==> src/rtl/ifft_stage_ctrl.sv <==
// ---------------------------------------------------------------------------
// ifft_stage_ctrl
//
// Sequencer for the radix-2 butterfly stage of a 32-point ping-pong IFFT.
// It runs 5 DIF passes of 16 butterflies each. For every butterfly it issues
// two operand read addresses and a twiddle select. The addresses then travel
// through a D = MEM_LAT + DP_LAT deep pipeline so that the write-back strobe
// lines up with the butterfly results. The pipeline drains between passes.
//
// Optional feature (compile-time macro IFFT_CTRL_BITREV_EN):
//   defined   : stage-4 write addresses are bit-reversed, so the result bank
//               ends up in natural order.
//   undefined : every write uses natural addresses, so the result bank ends
//               up in bit-reversed order.
//
// Parameters:
//   DP_LAT    butterfly datapath latency (operands in -> results valid)
//   MEM_LAT   sample-buffer read latency
//   TW_SHIFT  left shift from the 4-bit twiddle index to the 7-bit ROM select
//
// Ports:
//   clk        in   rising-edge clock
//   rst        in   asynchronous active-low reset
//   start      in   begin a transform (only looked at in IDLE)
//   busy       out  transform in progress, through the last write-back
//   done       out  one-cycle pulse after the final write-back
//   stage      out  current pass 0..4
//   rd_bank    out  bank being read; the write bank is ~rd_bank
//   rd_en      out  operand read strobe
//   rd_addr_a  out  operand A address
//   rd_addr_b  out  operand B address
//   twsel      out  twiddle ROM select, aligned with the read data
//   wr_en      out  result write strobe
//   wr_addr_a  out  result 1 address
//   wr_addr_b  out  result 2 address
//   dbg_state  out  current FSM state (IDLE=0, ISSUE=1, DRAIN=2, FIN=3)
//
// Handshake: there is no backpressure. A start is accepted only in IDLE on
// the edge where it is sampled high; a start seen in any other state is
// dropped. rd_en and wr_en are single-cycle strobes that the buffer must
// accept unconditionally on the cycle they are high.
// ---------------------------------------------------------------------------
module ifft_stage_ctrl #(
   parameter int DP_LAT   = 5,
   parameter int MEM_LAT  = 1,
   parameter int TW_SHIFT = 2
) (
   input  logic       clk,
   input  logic       rst,
   input  logic       start,
   output logic       busy,
   output logic       done,
   output logic [2:0] stage,
   output logic       rd_bank,
   output logic       rd_en,
   output logic [4:0] rd_addr_a,
   output logic [4:0] rd_addr_b,
   output logic [6:0] twsel,
   output logic       wr_en,
   output logic [4:0] wr_addr_a,
   output logic [4:0] wr_addr_b,
   output logic [1:0] dbg_state
);

   localparam int         D          = MEM_LAT + DP_LAT;
   localparam logic [7:0] DRAIN_LAST = 8'(D - 1);

   typedef enum logic [1:0] {
      S_IDLE  = 2'd0,
      S_ISSUE = 2'd1,
      S_DRAIN = 2'd2,
      S_FIN   = 2'd3
   } state_t;

   // ------------------------------------------------------------------
   // Sequencer state
   // ------------------------------------------------------------------
   state_t     r_state, w_state_nxt;
   logic [3:0] r_k,     w_k_nxt;
   logic [2:0] r_stage, w_stage_nxt;
   logic       r_bank,  w_bank_nxt;
   logic [7:0] r_cnt,   w_cnt_nxt;

   always_ff @(posedge clk or negedge rst) begin
      if (!rst) begin
         r_state <= S_IDLE;
         r_k     <= 4'd0;
         r_stage <= 3'd0;
         r_bank  <= 1'b0;
         r_cnt   <= 8'd0;
      end else begin
         r_state <= w_state_nxt;
         r_k     <= w_k_nxt;
         r_stage <= w_stage_nxt;
         r_bank  <= w_bank_nxt;
         r_cnt   <= w_cnt_nxt;
      end
   end

   always_comb begin
      w_state_nxt = r_state;
      w_k_nxt     = r_k;
      w_stage_nxt = r_stage;
      w_bank_nxt  = r_bank;
      w_cnt_nxt   = r_cnt;
      case (r_state)
         S_IDLE: begin
            if (start) begin
               w_state_nxt = S_ISSUE;
               w_k_nxt     = 4'd0;
               w_stage_nxt = 3'd0;
               w_bank_nxt  = 1'b0;
            end
         end
         S_ISSUE: begin
            if (r_k == 4'd15) begin
               w_state_nxt = S_DRAIN;
               w_cnt_nxt   = 8'd0;
            end else begin
               w_k_nxt = r_k + 4'd1;
            end
         end
         S_DRAIN: begin
            if (r_cnt == DRAIN_LAST) begin
               // Toggling on the last pass too leaves rd_bank pointing at
               // the bank that holds the finished result.
               w_bank_nxt = ~r_bank;
               if (r_stage == 3'd4) begin
                  w_state_nxt = S_FIN;
               end else begin
                  w_state_nxt = S_ISSUE;
                  w_stage_nxt = r_stage + 3'd1;
                  w_k_nxt     = 4'd0;
               end
            end else begin
               w_cnt_nxt = r_cnt + 8'd1;
            end
         end
         S_FIN: begin
            w_state_nxt = S_IDLE;
         end
         default: begin
            w_state_nxt = S_IDLE;
         end
      endcase
   end

   // ------------------------------------------------------------------
   // Butterfly address / twiddle generation
   // rd_addr_a is k with a zero inserted at bit (4 - stage): the bits of k
   // at and above that position move up by one, the bits below stay put.
   // ------------------------------------------------------------------
   logic [2:0] w_pos;
   logic [4:0] w_low_mask;
   logic [4:0] w_k5;
   logic [4:0] w_addr_a;
   logic [4:0] w_addr_b;
   logic [3:0] w_tw_idx;
   logic [6:0] w_twsel;

   always_comb begin
      w_pos      = 3'd4 - r_stage;
      w_low_mask = (5'd1 << w_pos) - 5'd1;
      w_k5       = {1'b0, r_k};
      w_addr_a   = ((w_k5 & ~w_low_mask) << 1) | (w_k5 & w_low_mask);
      w_addr_b   = w_addr_a | (5'd1 << w_pos);
      w_tw_idx   = (r_k & w_low_mask[3:0]) << r_stage;
      w_twsel    = 7'({3'b000, w_tw_idx} << TW_SHIFT);
   end

   // ------------------------------------------------------------------
   // Registered issue outputs (one cycle behind the sequencer state)
   // ------------------------------------------------------------------
   logic       r_rd_en;
   logic       r_busy;
   logic       r_done;
   logic [2:0] r_stage_o;
   logic       r_bank_o;
   logic [4:0] r_rd_a;
   logic [4:0] r_rd_b;
   logic [6:0] r_tw_iss;

   always_ff @(posedge clk or negedge rst) begin
      if (!rst) begin
         r_rd_en   <= 1'b0;
         r_busy    <= 1'b0;
         r_done    <= 1'b0;
         r_stage_o <= 3'd0;
         r_bank_o  <= 1'b0;
         r_rd_a    <= 5'd0;
         r_rd_b    <= 5'd0;
         r_tw_iss  <= 7'd0;
      end else begin
         r_rd_en   <= (r_state == S_ISSUE);
         r_busy    <= (r_state == S_ISSUE) || (r_state == S_DRAIN);
         r_done    <= (r_state == S_FIN);
         r_stage_o <= r_stage;
         r_bank_o  <= r_bank;
         if (r_state == S_ISSUE) begin
            r_rd_a   <= w_addr_a;
            r_rd_b   <= w_addr_b;
            r_tw_iss <= w_twsel;
         end else begin
            r_rd_a   <= 5'd0;
            r_rd_b   <= 5'd0;
            r_tw_iss <= 7'd0;
         end
      end
   end

   // ------------------------------------------------------------------
   // Write address selection (natural or stage-4 bit-reversed)
   // ------------------------------------------------------------------
   logic [4:0] w_ld_a;
   logic [4:0] w_ld_b;

`ifdef IFFT_CTRL_BITREV_EN
   always_comb begin
      if (r_stage_o == 3'd4) begin
         w_ld_a = {r_rd_a[0], r_rd_a[1], r_rd_a[2], r_rd_a[3], r_rd_a[4]};
         w_ld_b = {r_rd_b[0], r_rd_b[1], r_rd_b[2], r_rd_b[3], r_rd_b[4]};
      end else begin
         w_ld_a = r_rd_a;
         w_ld_b = r_rd_b;
      end
   end
`else
   assign w_ld_a = r_rd_a;
   assign w_ld_b = r_rd_b;
`endif

   // ------------------------------------------------------------------
   // Write-back pipeline: D stages, loaded from the registered issue
   // outputs, so wr_en trails rd_en by exactly D cycles.
   // ------------------------------------------------------------------
   logic       r_pv [D];
   logic [4:0] r_pa [D];
   logic [4:0] r_pb [D];

   always_ff @(posedge clk or negedge rst) begin
      if (!rst) begin
         for (int i = 0; i < D; i++) begin
            r_pv[i] <= 1'b0;
            r_pa[i] <= 5'd0;
            r_pb[i] <= 5'd0;
         end
      end else begin
         r_pv[0] <= r_rd_en;
         r_pa[0] <= w_ld_a;
         r_pb[0] <= w_ld_b;
         for (int i = 1; i < D; i++) begin
            r_pv[i] <= r_pv[i-1];
            r_pa[i] <= r_pa[i-1];
            r_pb[i] <= r_pb[i-1];
         end
      end
   end

   // ------------------------------------------------------------------
   // Twiddle delay: the ROM select must meet the operand data, which
   // arrives MEM_LAT cycles after the read strobe.
   // ------------------------------------------------------------------
   generate
      if (MEM_LAT == 0) begin : g_tw_nodly
         assign twsel = r_tw_iss;
      end else begin : g_tw_dly
         logic [6:0] r_tw_d [MEM_LAT];
         always_ff @(posedge clk or negedge rst) begin
            if (!rst) begin
               for (int i = 0; i < MEM_LAT; i++) begin
                  r_tw_d[i] <= 7'd0;
               end
            end else begin
               r_tw_d[0] <= r_tw_iss;
               for (int i = 1; i < MEM_LAT; i++) begin
                  r_tw_d[i] <= r_tw_d[i-1];
               end
            end
         end
         assign twsel = r_tw_d[MEM_LAT-1];
      end
   endgenerate

   // ------------------------------------------------------------------
   // Output mapping
   // ------------------------------------------------------------------
   assign busy      = r_busy;
   assign done      = r_done;
   assign stage     = r_stage_o;
   assign rd_bank   = r_bank_o;
   assign rd_en     = r_rd_en;
   assign rd_addr_a = r_rd_a;
   assign rd_addr_b = r_rd_b;
   assign wr_en     = r_pv[D-1];
   assign wr_addr_a = r_pa[D-1];
   assign wr_addr_b = r_pb[D-1];
   assign dbg_state = r_state;

endmodule

==> config.mk <==
export PLATFORM = sky130hd
export DESIGN_NAME = ifft_stage_ctrl
export DESIGN_NICKNAME = d
export VERILOG_FILES = /design/src/rtl/ifft_stage_ctrl.sv
export SDC_FILE = /design/constraint.sdc
export NUM_CORES = 1
export LEC_CHECK = 0
export CAP_MARGIN = 20
export CORE_MARGIN = 3
export CORE_UTILIZATION = 49
export DETAILED_ROUTE_END_ITERATION = 8
export PLACE_DENSITY = 0.83
export SYNTH_ARGS = -nofsm -noshare
export SYNTH_HDL_FRONTEND = slang
export SYNTH_SLANG_ARGS = --single-unit
==> constraint.sdc <==
create_clock -name clk -period 2.6 [get_ports clk]
set_input_delay 0.52 -clock clk [delete_from_list [all_inputs] [get_ports clk]]
set_output_delay 0.52 -clock clk [all_outputs]
set_load 0.01 [all_outputs]
# After elaboration in Yosys (flattened, before gate mapping)
# Index checks and enable logic that the tools add are counted.
# word_totals
register_bits	113
inputBits	3
output_inout_bits	37
wordCells	91
# classes
n_addsub	5
n_eq_ne	12
n_shift	2
muxes	23
bitwise	7
reduce_logical	10
# ops
operator	count
$mux W4	4
$mux W8	2
$pmux W8 S2	1
$ne A2 B2 Y1 const B	6
$pmux W4 S3	1
$mux W5	2
$or A5 B5 Y5	2
$mux W3	3
$reduce_and A3 Y1	3
$add A8 B1 Y8 const B	1
$and A4 B4 Y4	2
$eq A8 B3 Y1 const B	1
$mux W2	4
$pmux W2 S4	1
$mux W6	1
$pmux W3 S2	1
$and A4 B5 Y5	1
$reduce_and A5 Y1	1
$shl A1 B3 Y5 const A	1
$sub A5 B1 Y5 const B	1
$add A4 B1 Y4 const B	1
$eq A2 B2 Y1 const B	2
$eq A4 B4 Y1 const B	1
$not A4 Y4	1
13 further kinds	15

# Longest topological paths before layout
# Gate-level depths: netlist of run 1.
# depth
word_depth	8
depth_mapped	10
ltp_nobuf	10

# Worst setup path before layout of run 1
# Ideal clock, no wire load.
# synth_timing
path_type	flip-flop to flip-flop
startpoint	register r_stage[0]
endpoint	register r_tw_iss[4]
setup_time_ns	0.104
arrival_time_ns	2.292
setup_slack_ns	0.204
path_stages_with_launch	11
period_less_slack_ns	2.396
cell_sequence	dfrtp_1 > inv_1 > ha_1 > ha_1 > nor2b_1 > inv_1 > ha_1 > nand2b_1 > mux2i_1 > nand2_1 > a221oi_1
# synth_between
elab_chain_len	6
# synth_rtl
element	line	text
start, declared	80	logic [2:0] r_stage, w_stage_nxt;
start signal, assigned	94	r_stage <= w_stage_nxt;
$sub A3 B3 Y3	162	w_pos = 3'd4 - r_stage;
$shl A1 B3 Y5	163	w_low_mask = (5'd1 << w_pos) - 5'd1;
$sub A5 B1 Y5	163	
$and A4 B4 Y4	167	w_tw_idx = (r_k & w_low_mask[3:0]) << r_stage;
$shl A4 B3 Y4 *	167	
$mux W6 *	199	if (r_state == S_ISSUE) begin
end signal, assigned	202	r_tw_iss <= w_twsel;
end, declared	181	logic [6:0] r_tw_iss;
# Every way passes the cells marked *; elsewhere a longest branch is shown, timed or not.
# A chain may end at the register's enable or synchronous reset.

# Final worst setup path of run 1
# layout_timing
startpoint	register r_stage[1]
endpoint	register r_tw_iss[5]
# Same word-level chain as after synthesis.

==> impl_metrics.json, run 1 <==
{
  "grt_pass1_wl_mm": 10.20,
  "drtPass1Iterations": 4,
  "avgSynthCellArea_um2": 13.43,
  "synth.area.top_cells": "dfrtp_1 (70%), ha_1 (4.5%), buf_4 (2.9%), a21oi_1 (1.9%), nor2_1 (1.7%)",
  "routed_via_density": 5.420,
  "final_common_cell": "dfrtp_1",
  "synth_edf_count": 0,
  "grt_setup_unrepaired": "no",
  "syn2layout_area_growth_pct": 17.03,
  "crit_path_max_fanout": 7,
  "antenna_left": 0,
  "gp_congestion": 0.8663,
  "cp_common_cell": "ha_1",
  "grt_pass1_vias": 2300,
  "finalHoldViolCount": 0,
  "nNetsFinal": 346,
  "fin_tns_setup_ns": 0,
  "final_cell_area_um2": 4574,
  "r2r_setup_slack_ns": 0.18,
  "cts_buffers": 9,
  "synth_top_area_cell": "dfrtp_1",
  "fp.dieH_um": 95.32,
  "design.die.area_um2": 9085,
  "vias": 2347,
  "crit_chain": "inv_2 -> ha_1 -> ha_2 -> nor2b_2 -> inv_1 -> ha_1 -> nand2b_1 -> mux2i_2 -> a221oi_1 -> a211oi_1",
  "slew_violations": 0,
  "drc": 0,
  "layout_common_cells": "dfrtp_1 (109), clkdlybuf4s50_1 (35), nor2_1 (18)",
  "diodes": 0,
  "synthDistinctLibCells": 48,
  "io_buffers": 36,
  "hp-class": "primary input to asynchronous set/reset pin",
  "netlist_area_um2": 3909,
  "cts.sinks": 109,
  "slew_headroom_pct": 63.25,
  "fin_worst_skew_ns": 0.01094,
  "place_area_um2": 4327,
  "synth-seq-area-share_pct": 69.78,
  "holdBufCountCts": 0,
  "gr-usage-all-layers_pct": 14.52,
  "ios": 40,
  "worst_r2r_startpoint": "r_stage[1]",
  "wl_per_cell_um": 14.13,
  "routed_wirelength_mm": 6.119,
  "r2r-end": "r_tw_iss[5]",
  "antenna_found_initial": 0,
  "period_minus_slack_ns": 2.416,
  "tightest_slew_ns": 0.5512,
  "grt_max_degree": 49,
  "synthArstFlopShare_pct": 100.0,
  "cp-start-kind": "flip-flop",
  "max_freq_mhz": 413.9,
  "status": "finished clean",
  "crit_arrival_ns": 2.69,
  "setup_violations": 0,
  "rows": 31,
  "clockRootBuffer": "clkbuf_8",
  "coreArea_um2": 7486,
  "yosys_warnings": 0,
  "cpPeakStageDelay_ns": 0.40,
  "dp_hpwl_mm": 4.154,
  "drive_gt1_share_pct": 10.48,
  "cts_tree": "yes",
  "peakVddDrop_v": 0.0006198,
  "drtIter0Drc": 103,
  "end_kind": "flip-flop",
  "period_share_pct": 92.93,
  "p_leak_nw": 2.154,
  "cts_buffer_depth": 2,
  "max_cap_violations": 0,
  "clk_pin_slew_ns": 0.10,
  "power_density_nw_per_um2": 1049,
  "synth-seq-cells": 109,
  "start_util_pct": 52.21,
  "crit_required_ns": 2.87,
  "cts_max_level": 3,
  "die_width_um": 95.32,
  "reg2reg_depth": 10,
  "grt.overflow.total": 0,
  "path_class": "flip-flop to flip-flop",
  "cpMaxStageDelayCell": "dfrtp_1",
  "ys.flop_type": "dfrtp_1",
  "synth.top_cell.area_share_pct": 69.78,
  "fillers": 562,
  "synthCells": 291,
  "worstSkewPairLatency_ns": 0.36
}
[critical path, delay by kind of cell (launching register included)]
family                   cells  cell delay, ns
adder cells (fa/ha/maj)      3            0.71
flip-flops                   1            0.40
AO/OA/AOI/OAI                2            0.38
AND/OR/NAND/NOR              2            0.37
multiplexers                 1            0.25
buffers and inverters        2            0.21
[timing repair]
| action | CTS | global route |
|---|---|---|
| resized for setup | 0 | 4 |
| setup buffers | 0 | 2 |
| setup endpoints to repair | 0 | 3 |
| hold endpoints to repair | 0 | 0 |
[registers in the layout (all words and copies together), names as in the netlist, 3 cells and up]
name and count:
rd_addr_a 5, r_k 4, r_pa 25, r_stage 3, twsel 4, stage 3, r_tw_iss 4, wr_addr_a 5
rd_addr_b 5, r_pb 25, r_cnt 8, wr_addr_b 5, r_pv 5
[layout make-up]
cell class | count | area [um^2] | share of cell area [%]
Tap cell | 99 | 123.9 | 2.708
Clock inverter | 7 | 100.1 | 2.188
Timing Repair Buffer | 46 | 445.4 | 9.737
Multi-Input combinational cell | 153 | 1016 | 22.21
Inverter | 10 | 37.54 | 0.8206
Sequential cell | 109 | 2728 | 59.63
Clock buffer | 9 | 123.9 | 2.708
[power breakdown]
part	switching (mW)	internal [mW]	leakage, nW
Clock	0.589	0.477	0.112
Combinational	0.831	0.661	0.558
Sequential	0.196	2.05	1.48
[cell families after synthesis]
group	synth area share [%]
compound gates	10.12
xor+xnor	0.6723
fa+ha+maj	4.481
buf+inv	4.641
flops	69.78
mux	0.5122
other cells	0.09594
simple gates	9.699
[stage by stage]
step,worst slack [ns],hold slack (ns),power [mW],instances,utilization (%)
global placement,0.2696,0.3322,3.641,415,57.80
floorplan,0.2044,0.2244,3.178,293,-
CTS,0.05156,0.1437,4.785,431,60.79
finish,0.1837,0.1403,4.800,433,61.11
global route,0.02121,0.1597,5.102,433,61.11
detailed placement,0.03854,0.3347,3.701,415,57.80
[how the worst max path moves through the flow]
stage	slack [ns]	depth (start not counted)	from	to
after floorplan	0.20	10	r_stage[0]	r_tw_iss[4]
after global placement	0.27	10	r_stage[1]	r_tw_iss[4]
after detailed placement	0.04	10	r_stage[1]	r_tw_iss[5]
after CTS	0.05	10	r_stage[1]	r_tw_iss[5]
after global routing	0.02	10	r_stage[1]	r_tw_iss[4]
final	0.18	10	r_stage[1]	r_tw_iss[5]
[Yosys cell counts (2+ instances only)]
library cell	number
a31oi_1	5
nor2_1	18
o21ai_0	10
o311ai_0	2
nand3_1	9
nor3_1	2
clkbuf_1	4
nor4_1	4
o31ai_1	3
o211ai_1	2
or4_1	2
nor2b_1	5
or3_1	3
and3_1	3
ha_1	14
inv_1	9
a21oi_1	15
a22oi_1	2
buf_4	15
mux2i_1	2
a21o_1	4
nand2b_1	3
a211oi_1	3
xnor2_1	3
a221oi_1	2
nand2_1	13
o31a_1	2
nand4_1	4
dfrtp_1	109
[metal layers]
layer / GRT usage, % / part of all wire (%) / vias to the layer above
met5: 0 / 0 / -
met4: 4.207 / 1.2 / 0
met3: 4.341 / 5.1 / 10
met2: 25.25 / 52 / 65
met1: 17.46 / 42 / 1180
li1: - / - / 1092
Note: power is estimated with default switching activity, not from simulation.
==> run 2, diff against run 1 <==
--- a/config.mk
+++ b/config.mk
@@ -7,9 +7,10 @@
 export LEC_CHECK = 0
 export CAP_MARGIN = 20
 export CORE_MARGIN = 3
-export CORE_UTILIZATION = 49
+export CORE_UTILIZATION = 50
+export CTS_CLUSTER_SIZE = 16
 export DETAILED_ROUTE_END_ITERATION = 8
-export PLACE_DENSITY = 0.83
+export PLACE_DENSITY = 0.8
 export SYNTH_ARGS = -nofsm -noshare
 export SYNTH_HDL_FRONTEND = slang
 export SYNTH_SLANG_ARGS = --single-unit
==> run 2 against run 1 <==
Global-route usage grew 0.98 points. Sequential share of layout area rose by 0.18 points. Clock power barely moved. Core utilization is 0.45 points higher. Design area is 0.30% lower. Sequential power is essentially flat. Hold slack worse by 0.028 ns. First-iteration DRC count decreased by 4.9%.
==> impl_metrics.json, run 2 (synthesized netlist as in run 1, its figures left out) <==
{
  "total_power_mw": 4.760,
  "crit_chain": "inv_2 -> ha_1 -> ha_2 -> nor2b_2 -> inv_1 -> ha_1 -> nand2b_1 -> mux2i_2 -> buf_4 -> a21oi_1 -> o21ai_0",
  "fp.dieH_um": 94.42,
  "design.die.area_um2": 8914,
  "cts_buffer_depth": 2,
  "cp_top_family": "adder cells",
  "r2r_setup_slack_ns": 0.19,
  "holdBufCountCts": 0,
  "power_density_nw_per_um2": 1044,
  "hp-class": "primary input to asynchronous set/reset pin",
  "diodes": 0,
  "period_minus_slack_ns": 2.407,
  "cts_max_level": 3,
  "period_share_pct": 92.56,
  "wl_per_cell_um": 14.44,
  "layout_common_cells": "dfrtp_1 (109), clkdlybuf4s50_1 (35), nor2_1 (18)",
  "drive_gt1_share_pct": 10.21,
  "fin_tns_setup_ns": 0,
  "grt.overflow.total": 0,
  "cts_buffers": 9,
  "cpPeakStageDelay_ns": 0.41,
  "crit_arrival_ns": 2.71,
  "ios": 40,
  "top_regs": "r_pa (25), r_pb (25), r_cnt (8)",
  "gr-usage-all-layers_pct": 15.50,
  "antenna_found_initial": 0,
  "dp.cells": 415,
  "crit_path_max_fanout": 7,
  "drtIter0Drc": 98,
  "slew_headroom_pct": 66.22,
  "cp.buffers_inverters": 3,
  "start_util_pct": 52.76,
  "clk_pin_slew_ns": 0.11,
  "routed_wirelength_mm": 6.236,
  "drc": 0,
  "cts.sinks": 109,
  "die_width_um": 94.42,
  "routed_via_density": 5.303,
  "slew_violations": 0,
  "final_common_cell": "dfrtp_1",
  "grt_max_degree": 50,
  "max_freq_mhz": 415.5,
  "peakVddDrop_v": 0.0006735,
  "syn2layout_area_growth_pct": 16.68,
  "coreArea_um2": 7408,
  "final_util_pct": 61.56,
  "status": "finished clean",
  "finalHoldViolCount": 0,
  "cts_tree": "yes",
  "antenna_left": 0,
  "path_class": "flip-flop to flip-flop",
  "vias": 2291,
  "drtPass1Iterations": 4,
  "clockRootBuffer": "clkbuf_8",
  "cpMaxStageDelayCell": "dfrtp_1",
  "cp_common_cell": "ha_1",
  "grt_setup_unrepaired": "no",
  "fin_cells": 432,
  "dp_hpwl_mm": 4.155,
  "grt_pass1_wl_mm": 10.57,
  "p_leak_nw": 2.145,
  "grt_pass1_vias": 2208,
  "crit_required_ns": 2.90,
  "nNetsFinal": 345,
  "max_cap_violations": 0,
  "worstSkewPairLatency_ns": 0.37,
  "cp-start-kind": "flip-flop",
  "rows": 31,
  "fin_worst_skew_ns": 0.01254,
  "io_buffers": 36,
  "tightest_slew_ns": 0.5067,
  "fin_hold_ws_ns": 0.1121,
  "end_kind": "flip-flop",
  "gp_congestion": 0.8382,
  "setup_violations": 0
}
## run 2: changes by cell type in the layout (fill, tap and decap cells not counted), sizes merged
cell    delta
buf        -1
bufinv     -1
inv        +1
## run 2: power breakdown
part	internal (mW)	switching (mW)	leakage, nW
sequential	2.05	0.196	1.48
combinational	0.638	0.837	0.553
clock	0.399	0.644	0.108
total	3.08	1.68	2.15
## run 2: layer usage
| layer | share of wire [%] | GRT usage [%] | vias up |
|---|---|---|---|
| li1 | - | - | 1076 |
| met1 | 45 | 20.79 | 1149 |
| met2 | 49 | 23.35 | 58 |
| met3 | 4.3 | 4.303 | 8 |
| met4 | 1.6 | 7.822 | 0 |
| met5 | 0 | 0 | - |
## run 2: repair_timing
| action | in CTS | in global routing |
|---|---|---|
| resized for setup | 0 | 4 |
| endpoints found under the setup margin | 0 | 4 |
| setup buffers | 0 | 1 |
## run 2: worst paths after layout
| path | cells past startpoint | endpoint | start |
|---|---|---|---|
| setup reg to reg | 11 | rd_addr_b[2] | r_stage[1] |
| hold / removal | 1 | r_pv[4] | rst |
| setup / recovery | 11 | rd_addr_b[2] | r_stage[1] |
| hold reg to reg | 0 | r_pa[19] | r_pa[24] |
| min in group clk | 0 | r_pa[19] | r_pa[24] |
| max in group asynchronous | 2 | done | rst |
## run 2: stage by stage
step / area [um^2] / setup WS, ns
3_5_place_dp: 4327 / 0.1137
2_1_floorplan: 3916 / 0.2044
5_1_grt: 4561 / 0.01535
4_1_cts: 4544 / 0.06553
6_report: 4561 / 0.1935
3_3_place_gp: 4327 / 0.2755
## run 2: area by class of cell
type	instances	area, um^2
well taps	99	123.9
repair buffers	45	437.9
flip-flops and latches	109	2728
clock inverters	7	93.84
inverters	10	37.54
clock buffers	9	123.9
fillers	566	2848
multi-input cells	153	1016
==> run 3, diff against run 2 <==
--- a/config.mk
+++ b/config.mk
@@ -11,6 +11,7 @@
 export CTS_CLUSTER_SIZE = 16
 export DETAILED_ROUTE_END_ITERATION = 8
 export PLACE_DENSITY = 0.8
+export REMOVE_ABC_BUFFERS = 1
 export SYNTH_ARGS = -nofsm -noshare
 export SYNTH_HDL_FRONTEND = slang
 export SYNTH_SLANG_ARGS = --single-unit
==> run 3 against run 2 <==
Combinational power is essentially flat. Register-to-register slack lost 0.04 ns. Clock-buffer cell count is the same.
==> impl_metrics.json, run 3 (synthesized netlist as in run 1, its figures left out) <==
{
  "status": "finished clean",
  "routed_wirelength_mm": 6.607,
  "diodes": 0,
  "finalHoldViolCount": 0,
  "cts_buffer_depth": 2,
  "path_class": "flip-flop to flip-flop",
  "syn2layout_area_growth_pct": 16.71,
  "drtPass1Iterations": 4,
  "pwr-share-seq_pct": 46.9,
  "netSwitchingFraction_pct": 34.18,
  "cp.buffers_inverters": 2,
  "postCtsResizedCells": 0,
  "routed_via_density": 5.407,
  "coreArea_um2": 7408,
  "cpMaxStageDelayCell": "dfrtp_1",
  "cp_common_cell": "ha_1",
  "setup_violations": 0,
  "max_cap_violations": 0,
  "clk_pin_slew_ns": 0.10,
  "p_leak_nw": 2.143,
  "nNetsFinal": 345,
  "cp-start-kind": "flip-flop",
  "gr-usage-all-layers_pct": 16.18,
  "drtIter0Drc": 178,
  "io_buffers": 36,
  "vias": 2336,
  "layout_common_cells": "dfrtp_1 (109), clkdlybuf4s50_1 (35), nor2_1 (18)",
  "grt.overflow.total": 0,
  "slew_violations": 0,
  "crit_required_ns": 2.87,
  "ios": 40,
  "cts_max_level": 3,
  "fp.dieH_um": 94.42,
  "tightest_slew_ns": 0.5084,
  "reg2reg_depth": 10,
  "rows": 31,
  "crit_chain": "inv_1 -> ha_1 -> ha_1 -> nor2b_2 -> inv_1 -> ha_1 -> nand2b_1 -> mux2i_2 -> nand2_1 -> a221oi_2",
  "design.die.area_um2": 8914,
  "drt-met1-wl_mm": 2.667,
  "end_kind": "flip-flop",
  "top_regs": "r_pa (25), r_pb (25), r_cnt (8)",
  "fin_hold_ws_ns": 0.03484,
  "cp_top_family": "adder cells",
  "worst_r2r_startpoint": "r_stage[1]",
  "holdBufCountCts": 0,
  "cts_tree": "yes",
  "period_minus_slack_ns": 2.444,
  "top_layer_used": "met4",
  "dr_wl_met2_mm": 3.472,
  "switching_power_mw": 1.638,
  "slew_headroom_pct": 66.04,
  "start_util_pct": 52.76,
  "grt_setup_unrepaired": "no",
  "worstSetupEndpoint": "r_tw_iss[4]",
  "drc": 0,
  "grt_pass1_vias": 2387,
  "grt_pass1_wl_mm": 11.00,
  "antenna_found_initial": 0,
  "hp-class": "primary input to asynchronous set/reset pin",
  "post_cts_buffers": 0,
  "clkPwrFrac_pct": 22.1,
  "startpoint": "r_stage[1]",
  "peakVddDrop_v": 0.0005194,
  "cp.depth": 10,
  "r2r-end": "r_tw_iss[4]",
  "cpPeakStageDelay_ns": 0.37,
  "grt_max_degree": 61,
  "cts_buffers": 9,
  "cts.sinks": 109,
  "fin_tns_setup_ns": 0,
  "max_freq_mhz": 409.2,
  "fin_worst_skew_ns": 0.01072,
  "dp_hpwl_mm": 4.561,
  "antenna_left": 0,
  "final_common_cell": "dfrtp_1",
  "intPower_mw": 3.154,
  "power_density_nw_per_um2": 1051,
  "die_width_um": 94.42,
  "pwr-share-comb_pct": 31.0,
  "r2r_setup_slack_ns": 0.16,
  "crit_path_max_fanout": 7,
  "worstSkewPairLatency_ns": 0.37,
  "wl_per_cell_um": 15.29,
  "drive_gt1_share_pct": 9.910,
  "clockRootBuffer": "clkbuf_8",
  "crit_arrival_ns": 2.72,
  "gp_congestion": 0.8294,
  "met3WireLength_um": 374,
  "period_share_pct": 94.00
}
==> run 3: power groups by stage <==
stage | Sequential, mW | Combinational (mW) | Clock, mW
floorplan | 2.31 | 0.792 | 0
finish | 2.25 | 1.48 | 1.06
detailed placement | 2.29 | 1.45 | 0
CTS | 2.25 | 1.46 | 1.09
global route | 2.29 | 1.65 | 1.16
global placement | 2.26 | 1.40 | 0
==> run 3: how the worst min path moves through the flow <==
stage,start,slack [ns],end,depth (start not counted)
2_1_floorplan,rst,0.22,busy,0
3_3_place_gp,r_pb[26],0.33,r_pb[21],0
3_5_place_dp,r_pa[26],0.33,r_pa[21],0
4_1_cts,rst,0.03,wr_addr_a[4],1
5_1_grt,rst,0.04,wr_addr_a[4],1
6_report,rst,0.03,wr_addr_a[4],1
==> run 3: worst register-to-register path, cell delays in order (launching register included) <==
cell and delay (ns):
dfrtp_1 0.37, inv_1 0.06, ha_1 0.18, ha_1 0.37, nor2b_2 0.19, inv_1 0.10
ha_1 0.24, nand2b_1 0.20, mux2i_2 0.23, nand2_1 0.11, a221oi_2 0.29
==> run 3: layout make-up <==
cell class,instances,area [um^2]
Clock inverter,7,91.34
Inverter,10,37.54
Tap cell,99,123.9
Sequential cell,109,2728
Fill cell,546,2846
Timing Repair Buffer,45,437.9
Multi-Input combinational cell,153,1020
Clock buffer,9,123.9
==> run 3: routing by layer <==
layer  vias to the layer above  GRT usage [%]
li1                       1079              -
met1                      1173          19.16
met2                        72          27.30
met3                        12          4.940
met4                         0          7.100
met5                         -              0
==> run 3: through the flow <==
stage | instances | worst slack [ns] | utilization, % | power [mW] | cell area (um^2)
3_3_place_gp | 416 | 0.3194 | 58.50 | 3.663 | 4334
5_1_grt | 432 | 0.005149 | 61.58 | 5.096 | 4562
3_5_place_dp | 416 | 0.1007 | 58.50 | 3.741 | 4334
4_1_cts | 432 | 0.06965 | 61.41 | 4.805 | 4549
6_report | 432 | 0.1561 | 61.58 | 4.793 | 4562
2_1_floorplan | 272 | 0.1992 | - | 3.099 | 3772
